File: src/rtl/cook_timer_pkg.sv
// Shared types and BCD helpers for the microwave cook timer.
// The add-30 helper is only used when COOK_TIMER_ADD30_EN is defined.
package cook_timer_pkg;

  typedef enum logic [1:0] {
    IDLE  = 2'd0,
    RUN   = 2'd1,
    PAUSE = 2'd2,
    DONE  = 2'd3
  } state_e;

  localparam logic [3:0] KEY_START = 4'hA;

  typedef struct packed {
    logic [3:0] min_tens;
    logic [3:0] min_ones;
    logic [3:0] sec_tens;
    logic [3:0] sec_ones;
  } bcd_time_t;

  // Seconds fields may hold up to 99, so only a zero seconds field borrows a minute.
  function automatic bcd_time_t bcd_dec_sec(input bcd_time_t t);
    bcd_time_t r;
    r = t;
    if (t.sec_ones != 4'd0) begin
      r.sec_ones = t.sec_ones - 4'd1;
    end else if (t.sec_tens != 4'd0) begin
      r.sec_tens = t.sec_tens - 4'd1;
      r.sec_ones = 4'd9;
    end else if (t.min_ones != 4'd0) begin
      r.min_ones = t.min_ones - 4'd1;
      r.sec_tens = 4'd5;
      r.sec_ones = 4'd9;
    end else if (t.min_tens != 4'd0) begin
      r.min_tens = t.min_tens - 4'd1;
      r.min_ones = 4'd9;
      r.sec_tens = 4'd5;
      r.sec_ones = 4'd9;
    end
    return r;
  endfunction

  function automatic bcd_time_t bcd_add30_sat(input bcd_time_t t);
    bcd_time_t  r;
    logic [4:0] tens;
    logic [4:0] wrapped;
    r       = t;
    tens    = {1'b0, t.sec_tens} + 5'd3;
    wrapped = tens - 5'd6;
    if (tens < 5'd6) begin
      r.sec_tens = tens[3:0];
    end else if (t.min_tens == 4'd9 && t.min_ones == 4'd9) begin
      r = bcd_time_t'(16'h9959);
    end else begin
      r.sec_tens = wrapped[3:0];
      if (t.min_ones == 4'd9) begin
        r.min_tens = t.min_tens + 4'd1;
        r.min_ones = 4'd0;
      end else begin
        r.min_ones = t.min_ones + 4'd1;
      end
    end
    return r;
  endfunction

endpackage

File: src/rtl/microwave_cook_timer_if.sv
// Button-master / keypad side of the cook timer; master drives requests, slave reports time.
interface microwave_cook_timer_if;
  logic        start;
  logic [1:0]  mode;
  logic        digit_valid;
  logic [3:0]  digit;
  logic        timerEnd;
  logic        running;
  logic [15:0] time_bcd;

  modport master (
    output start, mode, digit_valid, digit,
    input  timerEnd, running, time_bcd
  );

  modport slave (
    input  start, mode, digit_valid, digit,
    output timerEnd, running, time_bcd
  );
endinterface

File: src/rtl/cook_prescaler.sv
// One-second prescaler: counts 0..CLK_HZ-1 while enabled, holds otherwise, ticks at terminal count.
module cook_prescaler #(
  parameter int CLK_HZ = 100_000_000
) (
  input  logic sys_clk,
  input  logic sys_rst,
  input  logic clear,
  input  logic enable,
  output logic tick
);

  localparam int CW = (CLK_HZ > 1) ? $clog2(CLK_HZ) : 1;
  localparam logic [CW-1:0] LAST = CW'(CLK_HZ - 1);

  logic [CW-1:0] count;

  assign tick = enable && (count == LAST);

  always_ff @(posedge sys_clk) begin
    if (sys_rst || clear) begin
      count <= '0;
    end else if (tick) begin
      count <= '0;
    end else if (enable) begin
      count <= count + CW'(1);
    end
  end

endmodule

File: src/rtl/microwave_cook_timer.sv
// MM:SS countdown engine: keypad entry in IDLE, per-second countdown in RUN, pause and expiry.
// Define COOK_TIMER_ADD30_EN to let the start key add 30 s while cooking or paused.
module microwave_cook_timer
  import cook_timer_pkg::*;
#(
  parameter int          CLK_HZ  = 100_000_000,
  parameter logic [15:0] PRESET0 = 16'h0030,
  parameter logic [15:0] PRESET1 = 16'h0100,
  parameter logic [15:0] PRESET2 = 16'h0200,
  parameter logic [15:0] PRESET3 = 16'h0500
) (
  input logic                  sys_clk,
  input logic                  sys_rst,
  input logic                  mini_rst,
  microwave_cook_timer_if.slave bus
);

  state_e    state;
  bcd_time_t time_q;
  logic      start_q;
  logic      timer_end_q;

  logic      clear_all;
  logic      start_rise;
  logic      start_fall;
  logic      digit_ok;
  logic      tick;
  logic      presc_clear;
  bcd_time_t entered;
  bcd_time_t dec_time;
  bcd_time_t run_time;
  bcd_time_t held_next;
  bcd_time_t preset;

  assign clear_all   = sys_rst || mini_rst;
  assign start_rise  = bus.start && !start_q;
  assign start_fall  = !bus.start && start_q;
  assign digit_ok    = bus.digit_valid && (bus.digit <= 4'd9);
  assign entered     = digit_ok ? bcd_time_t'({time_q[11:0], bus.digit}) : time_q;
  assign dec_time    = bcd_dec_sec(time_q);
  assign run_time    = tick ? dec_time : time_q;
  // Counter only carries a partial second across RUN/PAUSE; everywhere else it sits at zero.
  assign presc_clear = (state == IDLE) || (state == DONE);

`ifdef COOK_TIMER_ADD30_EN
  assign held_next = (bus.digit_valid && bus.digit == KEY_START) ? bcd_add30_sat(run_time)
                                                                 : run_time;
`else
  assign held_next = run_time;
`endif

  always_comb begin
    preset = bcd_time_t'(PRESET0);
    case (bus.mode)
      2'd0:    preset = bcd_time_t'(PRESET0);
      2'd1:    preset = bcd_time_t'(PRESET1);
      2'd2:    preset = bcd_time_t'(PRESET2);
      default: preset = bcd_time_t'(PRESET3);
    endcase
  end

  cook_prescaler #(.CLK_HZ(CLK_HZ)) u_prescaler (
    .sys_clk (sys_clk),
    .sys_rst (clear_all),
    .clear   (presc_clear),
    .enable  (state == RUN),
    .tick    (tick)
  );

  // Expiry takes precedence over a start falling edge in the same cycle.
  always_ff @(posedge sys_clk) begin
    if (clear_all) begin
      state       <= IDLE;
      time_q      <= '0;
      start_q     <= 1'b0;
      timer_end_q <= 1'b0;
    end else begin
      start_q     <= bus.start;
      timer_end_q <= 1'b0;
      case (state)
        IDLE: begin
          time_q <= entered;
          if (start_rise) begin
            state <= RUN;
            if (entered == '0) time_q <= preset;
          end
        end
        RUN: begin
          time_q <= held_next;
          if (tick && dec_time == '0) begin
            state       <= DONE;
            time_q      <= '0;
            timer_end_q <= 1'b1;
          end else if (start_fall) begin
            state <= PAUSE;
          end
        end
        PAUSE: begin
          time_q <= held_next;
          if (start_rise) state <= RUN;
        end
        DONE: begin
          time_q <= '0;
          if (!bus.start) state <= IDLE;
        end
        default: state <= IDLE;
      endcase
    end
  end

  assign bus.timerEnd = timer_end_q;
  assign bus.running  = (state == RUN);
  assign bus.time_bcd = time_q;

endmodule

File: src/flat_wrapper.sv
// flat-port wrapper written by rule: the top's interface ports become plain ports
module microwave_cook_timer_flat import cook_timer_pkg::*;
#(
  parameter int          CLK_HZ  = 100_000_000,
  parameter logic [15:0] PRESET0 = 16'h0030,
  parameter logic [15:0] PRESET1 = 16'h0100,
  parameter logic [15:0] PRESET2 = 16'h0200,
  parameter logic [15:0] PRESET3 = 16'h0500
)
  (sys_clk, sys_rst, mini_rst, bus_start, bus_mode, bus_digit_valid, bus_digit, bus_timerEnd, bus_running, bus_time_bcd);
  microwave_cook_timer_if bus_i ();
  input logic sys_clk;
  input logic sys_rst;
  input logic mini_rst;
  input wire logic [$bits(bus_i.start)-1:0] bus_start;
  input wire logic [$bits(bus_i.mode)-1:0] bus_mode;
  input wire logic [$bits(bus_i.digit_valid)-1:0] bus_digit_valid;
  input wire logic [$bits(bus_i.digit)-1:0] bus_digit;
  output wire logic [$bits(bus_i.timerEnd)-1:0] bus_timerEnd;
  output wire logic [$bits(bus_i.running)-1:0] bus_running;
  output wire logic [$bits(bus_i.time_bcd)-1:0] bus_time_bcd;
  assign bus_i.start = bus_start;
  assign bus_i.mode = bus_mode;
  assign bus_i.digit_valid = bus_digit_valid;
  assign bus_i.digit = bus_digit;
  assign bus_timerEnd = bus_i.timerEnd;
  assign bus_running = bus_i.running;
  assign bus_time_bcd = bus_i.time_bcd;
  microwave_cook_timer #(.CLK_HZ(CLK_HZ), .PRESET0(PRESET0), .PRESET1(PRESET1), .PRESET2(PRESET2), .PRESET3(PRESET3)) u_core (.sys_clk(sys_clk), .sys_rst(sys_rst), .mini_rst(mini_rst), .bus(bus_i));
endmodule
File: config.mk
export PLATFORM = sky130hd
export DESIGN_NAME = microwave_cook_timer_flat
export DESIGN_NICKNAME = d
export VERILOG_FILES = /design/src/rtl/cook_timer_pkg.sv /design/src/rtl/microwave_cook_timer_if.sv /design/src/rtl/cook_prescaler.sv /design/src/rtl/microwave_cook_timer.sv /design/src/flat_wrapper.sv
export SDC_FILE = /design/constraint.sdc
export NUM_CORES = 1
export LEC_CHECK = 0
export ABC_AREA = 1
export CAP_MARGIN = 20
export CORE_ASPECT_RATIO = 0.6
export CORE_MARGIN = 1.5
export CORE_UTILIZATION = 59
export DETAILED_ROUTE_END_ITERATION = 8
export GPL_TIMING_DRIVEN = 0
export PLACE_DENSITY = 0.89
export SLEW_MARGIN = 20
export SYNTH_ARGS = -nofsm -noshare
export SYNTH_HDL_FRONTEND = slang
export SYNTH_HIERARCHICAL = 1
export SYNTH_SLANG_ARGS = --single-unit
export TNS_END_PERCENT = 20
File: constraint.sdc
create_clock -name sys_clk -period 2.57 [get_ports sys_clk]
set_input_delay 0.514 -clock sys_clk [delete_from_list [all_inputs] [get_ports sys_clk]]
set_output_delay 0.514 -clock sys_clk [all_outputs]
set_load 0.005 [all_outputs]
Word-level counts from Yosys, hierarchy flattened
Index checks and enable logic that the tools add are counted.
{"block": "totals", "ff_bits": 47, "latchBits": 0, "mem_bits_rw": 0, "romBits": 0, "in_bits": 11, "output_inout_bits": 18, "wordCells": 66, "mem_count": 0}
{"block": "classes", "add_sub_neg": 5, "n_mul": 0, "div_mod_pow": 0, "n_lt_le_gt_ge": 1, "eq_ne": 9, "shift": 0, "mux": 20, "bitwise_logic": 1, "n_reduce_logical": 22}
{"cell": "16-bit 2-to-1 mux", "count": 6}
{"cell": "16-bit case mux with 4 select lines", "count": 1}
{"cell": "11-bit case mux with 3 select lines", "count": 1}
{"cell": "16-bit zero test", "count": 2}
{"cell": "27-bit by 1-bit adder with 27-bit output, second input constant", "count": 1}
{"cell": "27-bit == test, second input constant", "count": 1}
{"cell": "12-bit 2-to-1 mux", "count": 2}
{"cell": "8-bit 2-to-1 mux", "count": 2}
{"cell": "4-bit nonzero test", "count": 4}
{"cell": "4-bit by 1-bit subtractor with 4-bit output, second input constant", "count": 4}
{"cell": "2-bit 2-to-1 mux", "count": 4}
{"cell": "4-bit 2-to-1 mux", "count": 2}
{"cell": "2-bit == test, second input constant", "count": 3}
{"cell": "2-bit case mux with 3 select lines", "count": 1}
{"cell": "2-bit OR reduction", "count": 3}
{"cell": "1-bit logical AND", "count": 5}
{"cell": "2-bit by 1-bit == test with 1-bit output, second input constant", "count": 2}
{"cell": "4-bit <= comparator, second input constant", "count": 1}
{"cell": "2-bit zero test", "count": 2}
{"cell": "1-bit logical OR", "count": 3}
{"cell": "3-bit by 1-bit != test with 1-bit output, second input constant", "count": 1}
{"cell": "3-bit AND reduction", "count": 1}
{"cell": "1-bit zero test", "count": 2}
{"cell": "2-bit by 1-bit != test with 1-bit output, second input constant", "count": 1}
{"cell": "other kinds (3)", "count": 3}

Logic depth before layout (Yosys ltp)
{"block": "logic_depth", "depth_word": 9, "ltp_mapped": 17, "mapped_depth_nobuf": 17}

Hierarchy
The synthesis kept the hierarchy.
{"module": "microwave_cook_timer", "instances": 1, "cells_each": 365, "area_per_inst_um2": 2084.5, "seq_area_each_um2": 400.4}
{"module": "cook_prescaler", "instances": 1, "cells_each": 261, "area_per_inst_um2": 1609.0, "seq_area_each_um2": 540.5}

Worst setup path before layout
Ideal clock, no wire load.
{"block": "synth_timing", "path_type": "register -> register", "startpoint": "register u_core.state[1]", "endpoint": "register u_core.timer_end_q (netlist: u_core/bus.timerEnd)", "setup_time_ns": 0.092, "t_arrival_ns": 2.223, "required_ns": 2.478, "slack_ns": 0.255, "path_stages_with_launch": 16, "path_buffers": 1, "period_less_slack_ns": 2.315, "path_cell_list": "dfxtp_1 -> inv_1 -> ha_1 -> nand2_1 -> inv_1 -> nand2_1 -> nor2_1 -> nand2_1 -> nor2_1 -> clkbuf_1 -> clkinv_1 -> nor2_1 -> nand4_1 -> nor3_1 -> nand2_1 -> nor4_1"}
{"block": "synth_between", "elab_chain_len": 4, "word_cells_on_any_way": 6, "classes_between": "eq/ne (1); mux (1); bitwise (1); reduce/logical (3)"}
{"item": "start: declaration", "line_no": "microwave_cook_timer.sv:18", "source": "state_e state;"}
{"item": "start signal: assignment", "line_no": "microwave_cook_timer.sv:73", "source": "state <= IDLE;"}
{"item": "start signal: assignment", "line_no": "microwave_cook_timer.sv:84", "source": "state <= RUN;"}
{"item": "start signal: assignment", "line_no": "microwave_cook_timer.sv:91", "source": "state <= DONE;"}
{"item": "2-bit by 1-bit == test with 1-bit output"}
{"item": "named net bus_running", "line_no": "flat_wrapper.sv:20", "source": "output wire logic [$bits(bus_i.running)-1:0] bus_running;"}
{"item": "1-bit logical AND", "line_no": "cook_prescaler.sv:17", "source": "assign tick = enable && (count == LAST);"}
{"item": "named net u_core.tick", "line_no": "microwave_cook_timer.sv:27", "source": "logic tick;"}
{"item": "1-bit logical AND", "line_no": "microwave_cook_timer.sv:90", "source": "if (tick && dec_time == '0) begin"}
{"item": "1-bit 2-to-1 mux", "line_no": "microwave_cook_timer.sv:90"}
{"item": "end signal: assignment", "line_no": "microwave_cook_timer.sv:76", "source": "timer_end_q <= 1'b0;"}
{"item": "end signal: assignment", "line_no": "microwave_cook_timer.sv:79", "source": "timer_end_q <= 1'b0;"}
{"item": "end signal: assignment", "line_no": "microwave_cook_timer.sv:93", "source": "timer_end_q <= 1'b1;"}
{"item": "end: declaration", "line_no": "microwave_cook_timer.sv:21", "source": "logic timer_end_q;"}
The timed path passes the listed nets, and every way through them passes these cells.
A chain may end at the register's enable or synchronous reset.

Worst setup path in the final report
{"block": "layout_timing", "startpoint": "input port bus_digit[1]", "endpoint": "register u_core.time_q, in the netlist u_core/bus.time_bcd[9]"}
{"block": "layout_between", "elab_chain_len": 7}
{"item": "start: declaration", "line_no": "flat_wrapper.sv:18", "source": "input wire logic [$bits(bus_i.digit)-1:0] bus_digit;"}
{"item": "4-bit <= comparator", "line_no": "microwave_cook_timer.sv:38", "source": "assign digit_ok = bus.digit_valid && (bus.digit <= 4'd9);"}
{"item": "1-bit logical AND", "line_no": "microwave_cook_timer.sv:38"}
{"item": "16-bit 2-to-1 mux (*)", "line_no": "microwave_cook_timer.sv:39", "source": "assign entered = digit_ok ? bcd_time_t'({time_q[11:0], bus.digit}) : time_q;"}
{"item": "16-bit zero test", "line_no": "microwave_cook_timer.sv:85", "source": "if (entered == '0) time_q <= preset;"}
{"item": "16-bit 2-to-1 mux", "line_no": "microwave_cook_timer.sv:85"}
{"item": "16-bit 2-to-1 mux (*)", "line_no": "microwave_cook_timer.sv:83", "source": "if (start_rise) begin"}
{"item": "16-bit case mux with 4 select lines (*)", "line_no": "microwave_cook_timer.sv:80", "source": "case (state)"}
{"item": "end signal: assignment", "line_no": "microwave_cook_timer.sv:82", "source": "time_q <= entered;"}
{"item": "end signal: assignment", "line_no": "microwave_cook_timer.sv:85"}
{"item": "end signal: assignment", "line_no": "microwave_cook_timer.sv:89", "source": "time_q <= held_next;"}
{"item": "end: declaration", "line_no": "microwave_cook_timer.sv:19", "source": "bcd_time_t time_q;"}
Every way passes the cells marked *; elsewhere a longest branch is shown, timed or not.

==> run_summary.xml <==
<?xml version="1.0" encoding="UTF-8"?>
<metrics>
  <group name="hold_path">
    <metric name="min_path_type" unit="">register to register</metric>
    <metric name="whs_path_depth" unit="">2</metric>
    <metric name="worstHoldStart" unit="">u_core/u_prescaler/count[1]</metric>
    <metric name="min_to" unit="">u_core/u_prescaler/count[1]</metric>
  </group>
  <group name="critical_path">
    <metric name="cp_slowest_cell" unit="">clkdlybuf4s50_1</metric>
    <metric name="crit_path_cell_trace" unit="">clkdlybuf4s50_1, o21ai_2, nand2_2, buf_6, buf_6, o21ai_1, nand4_1, nor3_1, nand2_1, nand3_1, nand3_1, nand2_1, inv_1</metric>
    <metric name="critPathCaptureType" unit="">register</metric>
    <metric name="reg2reg_to" unit="">u_core/bus.timerEnd</metric>
    <metric name="worstRegToRegCells" unit="">15</metric>
    <metric name="worstPathMaxFanout" unit="">10</metric>
    <metric name="max_stage_delay" unit="ns">0.44</metric>
    <metric name="worstReg2RegStart" unit="">u_core/state[1]</metric>
    <metric name="criticalPathCategory" unit="">input port to register</metric>
    <metric name="arrival" unit="ns">2.78</metric>
    <metric name="worst_setup_slack_for_register_to_register_paths" unit="ns">0.04</metric>
    <metric name="startpoint_kind_of_the_worst_setup_timing_path" unit="">input port</metric>
    <metric name="worst-endpoint-required" unit="ns">2.78</metric>
  </group>
  <group name="logic_synthesis">
    <metric name="postSynth.asyncResetShare" unit="">0</metric>
    <metric name="synth_flop_cell" unit="">dfxtp_1</metric>
    <metric name="synth.cell_area" unit="mm2">0.003694</metric>
    <metric name="postSynthAreaPerCell" unit="um2">5.900</metric>
    <metric name="syn-instance-count" unit="">626</metric>
    <metric name="ys_types" unit="">36</metric>
    <metric name="ys_ff_latch" unit="">47</metric>
    <metric name="synth_seq_area_share" unit="">0.2547</metric>
    <metric name="yosys_warnings" unit="">6</metric>
    <metric name="synth_edf_count" unit="">0</metric>
    <metric name="synth_fp_nets" unit="">648</metric>
  </group>
  <group name="route">
    <metric name="viasPerCell" unit="">5.751</metric>
    <metric name="dr.first_iter.drc_count" unit="">621</metric>
    <metric name="routed_wl" unit="mm">11.42</metric>
    <metric name="postRouteAntennaNets" unit="">0</metric>
    <metric name="detail_route.drc_violations" unit="">0</metric>
    <metric name="drt-wirelength-per-cell" unit="um">15.27</metric>
    <metric name="routed-via-count" unit="">4302</metric>
    <metric name="drt_first_pass_iters" unit="">6</metric>
  </group>
  <group name="layout">
    <metric name="layout.nets" unit="">685</metric>
    <metric name="layout_common_cells" unit="">nand2_1 (191), nor2_1 (95), inv_1 (70)</metric>
    <metric name="diodes" unit="">0</metric>
    <metric name="layout.cells.non_filler" unit="">748</metric>
    <metric name="most_common_cell_after_layout_fill_and_taps_aside" unit="">nand2_1</metric>
    <metric name="area_growth_syn_to_layout" unit="%">14.84</metric>
    <metric name="post_route_cells_drive_above_1_share" unit="">0.09187</metric>
  </group>
  <group name="clocking">
    <metric name="clk_pin_slew" unit="ns">0.10</metric>
    <metric name="cts_hold_buf" unit="">0</metric>
    <metric name="cts_htree_levels" unit="">2</metric>
    <metric name="root_buffer" unit="">clkbuf_8</metric>
    <metric name="clockBufferDepth" unit="">2</metric>
    <metric name="numCtsBuffers" unit="">5</metric>
    <metric name="clock_insertion_delay_at_the_later_pin_of_the_skew_report" unit="ns">0.31</metric>
    <metric name="cts_tree" unit="">built</metric>
    <metric name="cts_sinks" unit="">47</metric>
  </group>
  <group name="global_route">
    <metric name="first_global_vias" unit="">3711</metric>
    <metric name="grt_antenna_before_repair" unit="">0</metric>
    <metric name="grt_max_degree" unit="">16</metric>
    <metric name="track_usage" unit="">0.3437</metric>
    <metric name="grt-ovfl-total" unit="">0</metric>
    <metric name="grt_pass1_wl" unit="mm">18.08</metric>
  </group>
  <group name="placed_design">
    <metric name="place_ws" unit="ns">-0.5350</metric>
    <metric name="dpl.hpwl" unit="mm">8.729</metric>
    <metric name="port_buffer_count" unit="">28</metric>
    <metric name="gp_congestion" unit="">0.9719</metric>
    <metric name="dpl.cell_count" unit="">738</metric>
  </group>
  <group name="sta">
    <metric name="tightest_slew" unit="ns">0.6115</metric>
    <metric name="holdWs" unit="ns">0.5048</metric>
    <metric name="totalNegativeSetupSlack" unit="ns">0</metric>
    <metric name="setup_viol" unit="">0</metric>
    <metric name="period_share" unit="">0.9986</metric>
    <metric name="clock_skew" unit="ns">0.01294</metric>
    <metric name="max-slew-margin-rel" unit="">0.5923</metric>
    <metric name="final_critical_path_setup_slack" unit="ns">0.003555</metric>
    <metric name="grt_setup_unrepaired" unit="">yes</metric>
    <metric name="finalMaxSlewViolations" unit="">0</metric>
    <metric name="achievable-frequency" unit="GHz">0.3896</metric>
    <metric name="fin_crit" unit="ns">2.566</metric>
    <metric name="timing_hold_violations_final" unit="">0</metric>
  </group>
  <group name="die">
    <metric name="placementRows" unit="">22</metric>
    <metric name="io_pins" unit="">29</metric>
    <metric name="die-width" unit="um">105.1</metric>
    <metric name="floorplan_core_area" unit="mm2">0.006083</metric>
    <metric name="initial_core_util" unit="">0.6072</metric>
    <metric name="die_height" unit="um">64.29</metric>
    <metric name="die_area" unit="mm2">0.006759</metric>
  </group>
  <group name="pwr">
    <metric name="p_leak" unit="uW">0.001879</metric>
    <metric name="vdd_drop_max" unit="V">0.0003100</metric>
    <metric name="total_power" unit="uW">1792</metric>
    <metric name="power_per_cell_area" unit="mW/mm2">422.5</metric>
  </group>
  <group name="run_status">
    <metric name="outcome" unit="">complete, no violations</metric>
  </group>
  <group name="flow_run">
    <metric name="max_cap_violations" unit="">0</metric>
  </group>
</metrics>
## metrics by stage
step           cell area [um2]  utilization
6_report                  4242       0.6972
5_1_grt                   4242       0.6972
4_1_cts                   4193       0.6892
3_5_place_dp              4079       0.6705
3_3_place_gp              4079       0.6705
2_1_floorplan             3694            -
## layer usage
layer	GRT usage	vias to the layer above	wire length (um)
li1	-	2085	-
met1	0.5186	1874	5215
met2	0.4518	315	4216
met3	0.1388	28	1858
met4	0.05308	0	129
met5	0	-	0
## report_power, final
part / internal [uW] / switching [uW] / total [uW] / leakage, uW
Clock: 221 / 284 / 504 / 0.0000474
Sequential: 739 / 16.3 / 756 / 0.000380
Combinational: 181 / 351 / 532 / 0.00145
## critical path: cells and delay by family
family	cells	cell delay (ns)
and+or+nand+nor	7	0.98
AOI/OAI and AO/OA	2	0.50
buffers and inverters	4	0.77
## cells in the mapped netlist (all sizes together) (6+ instances only)
master	count	share of area
inv	80	0.081
o2111ai	9	0.021
nor3	6	0.0081
xor2	7	0.017
clkbuf	8	0.0081
nand4	16	0.027
nand2	195	0.20
buf	7	0.018
nand3	52	0.077
dfxtp	47	0.25
nor2	109	0.13
a21oi	30	0.042
ha	11	0.037
o21ai	26	0.037
## sequential cells by signal, summed over array words and instances, names as in the netlist
register	cells
u_core/u_prescaler/count	27
u_core/start_q	1
u_core/state	2
u_core/bus.time_bcd	16
u_core/bus.timerEnd	1
## what timing repair did
action | 4_1_cts | 5_1_grt
resized for setup | 4 | 17
setup endpoints to repair | 16 | 28
buffers inserted | 0 | 2
pin swaps | 0 | 2
## layout make-up
cell class / count / area (um2)
Clock buffer: 6 / 82.58
Tap cell: 84 / 105.1
Timing Repair Buffer: 30 / 295.3
Multi-Input combinational cell: 483 / 2396
Sequential cell: 47 / 940.9
Inverter: 81 / 305.3
Clock inverter: 2 / 16.27
Buffer: 15 / 100.1
Fill cell: 542 / 1842
## kinds of logic (layout without fill, tap and decap cells)
kind of cell	Yosys count	count (layout)	synth area share
buffers and inverters	96	134	0.1084
adders and majority gates	11	11	0.03726
DFF	47	47	0.2547
AOI/OAI and AO/OA	72	72	0.1152
xor gates and xnor gates	11	11	0.02608
and+or+nand+nor	389	389	0.4583
## worst max-delay path by stage
stage                     from                      to  slack [ns]  cells after the start
6_report          bus_digit[1]  u_core/bus.time_bcd[9]       0.004                     13
5_1_grt        u_core/state[1]     u_core/bus.timerEnd       -0.07                     15
4_1_cts        u_core/state[1]     u_core/bus.timerEnd       0.004                     15
3_5_place_dp   u_core/state[1]     u_core/bus.timerEnd       -0.53                     15
3_3_place_gp   u_core/state[1]     u_core/bus.timerEnd       -0.52                     15
2_1_floorplan  u_core/state[1]     u_core/bus.timerEnd        0.25                     15
(Power assumes the default switching activity.)
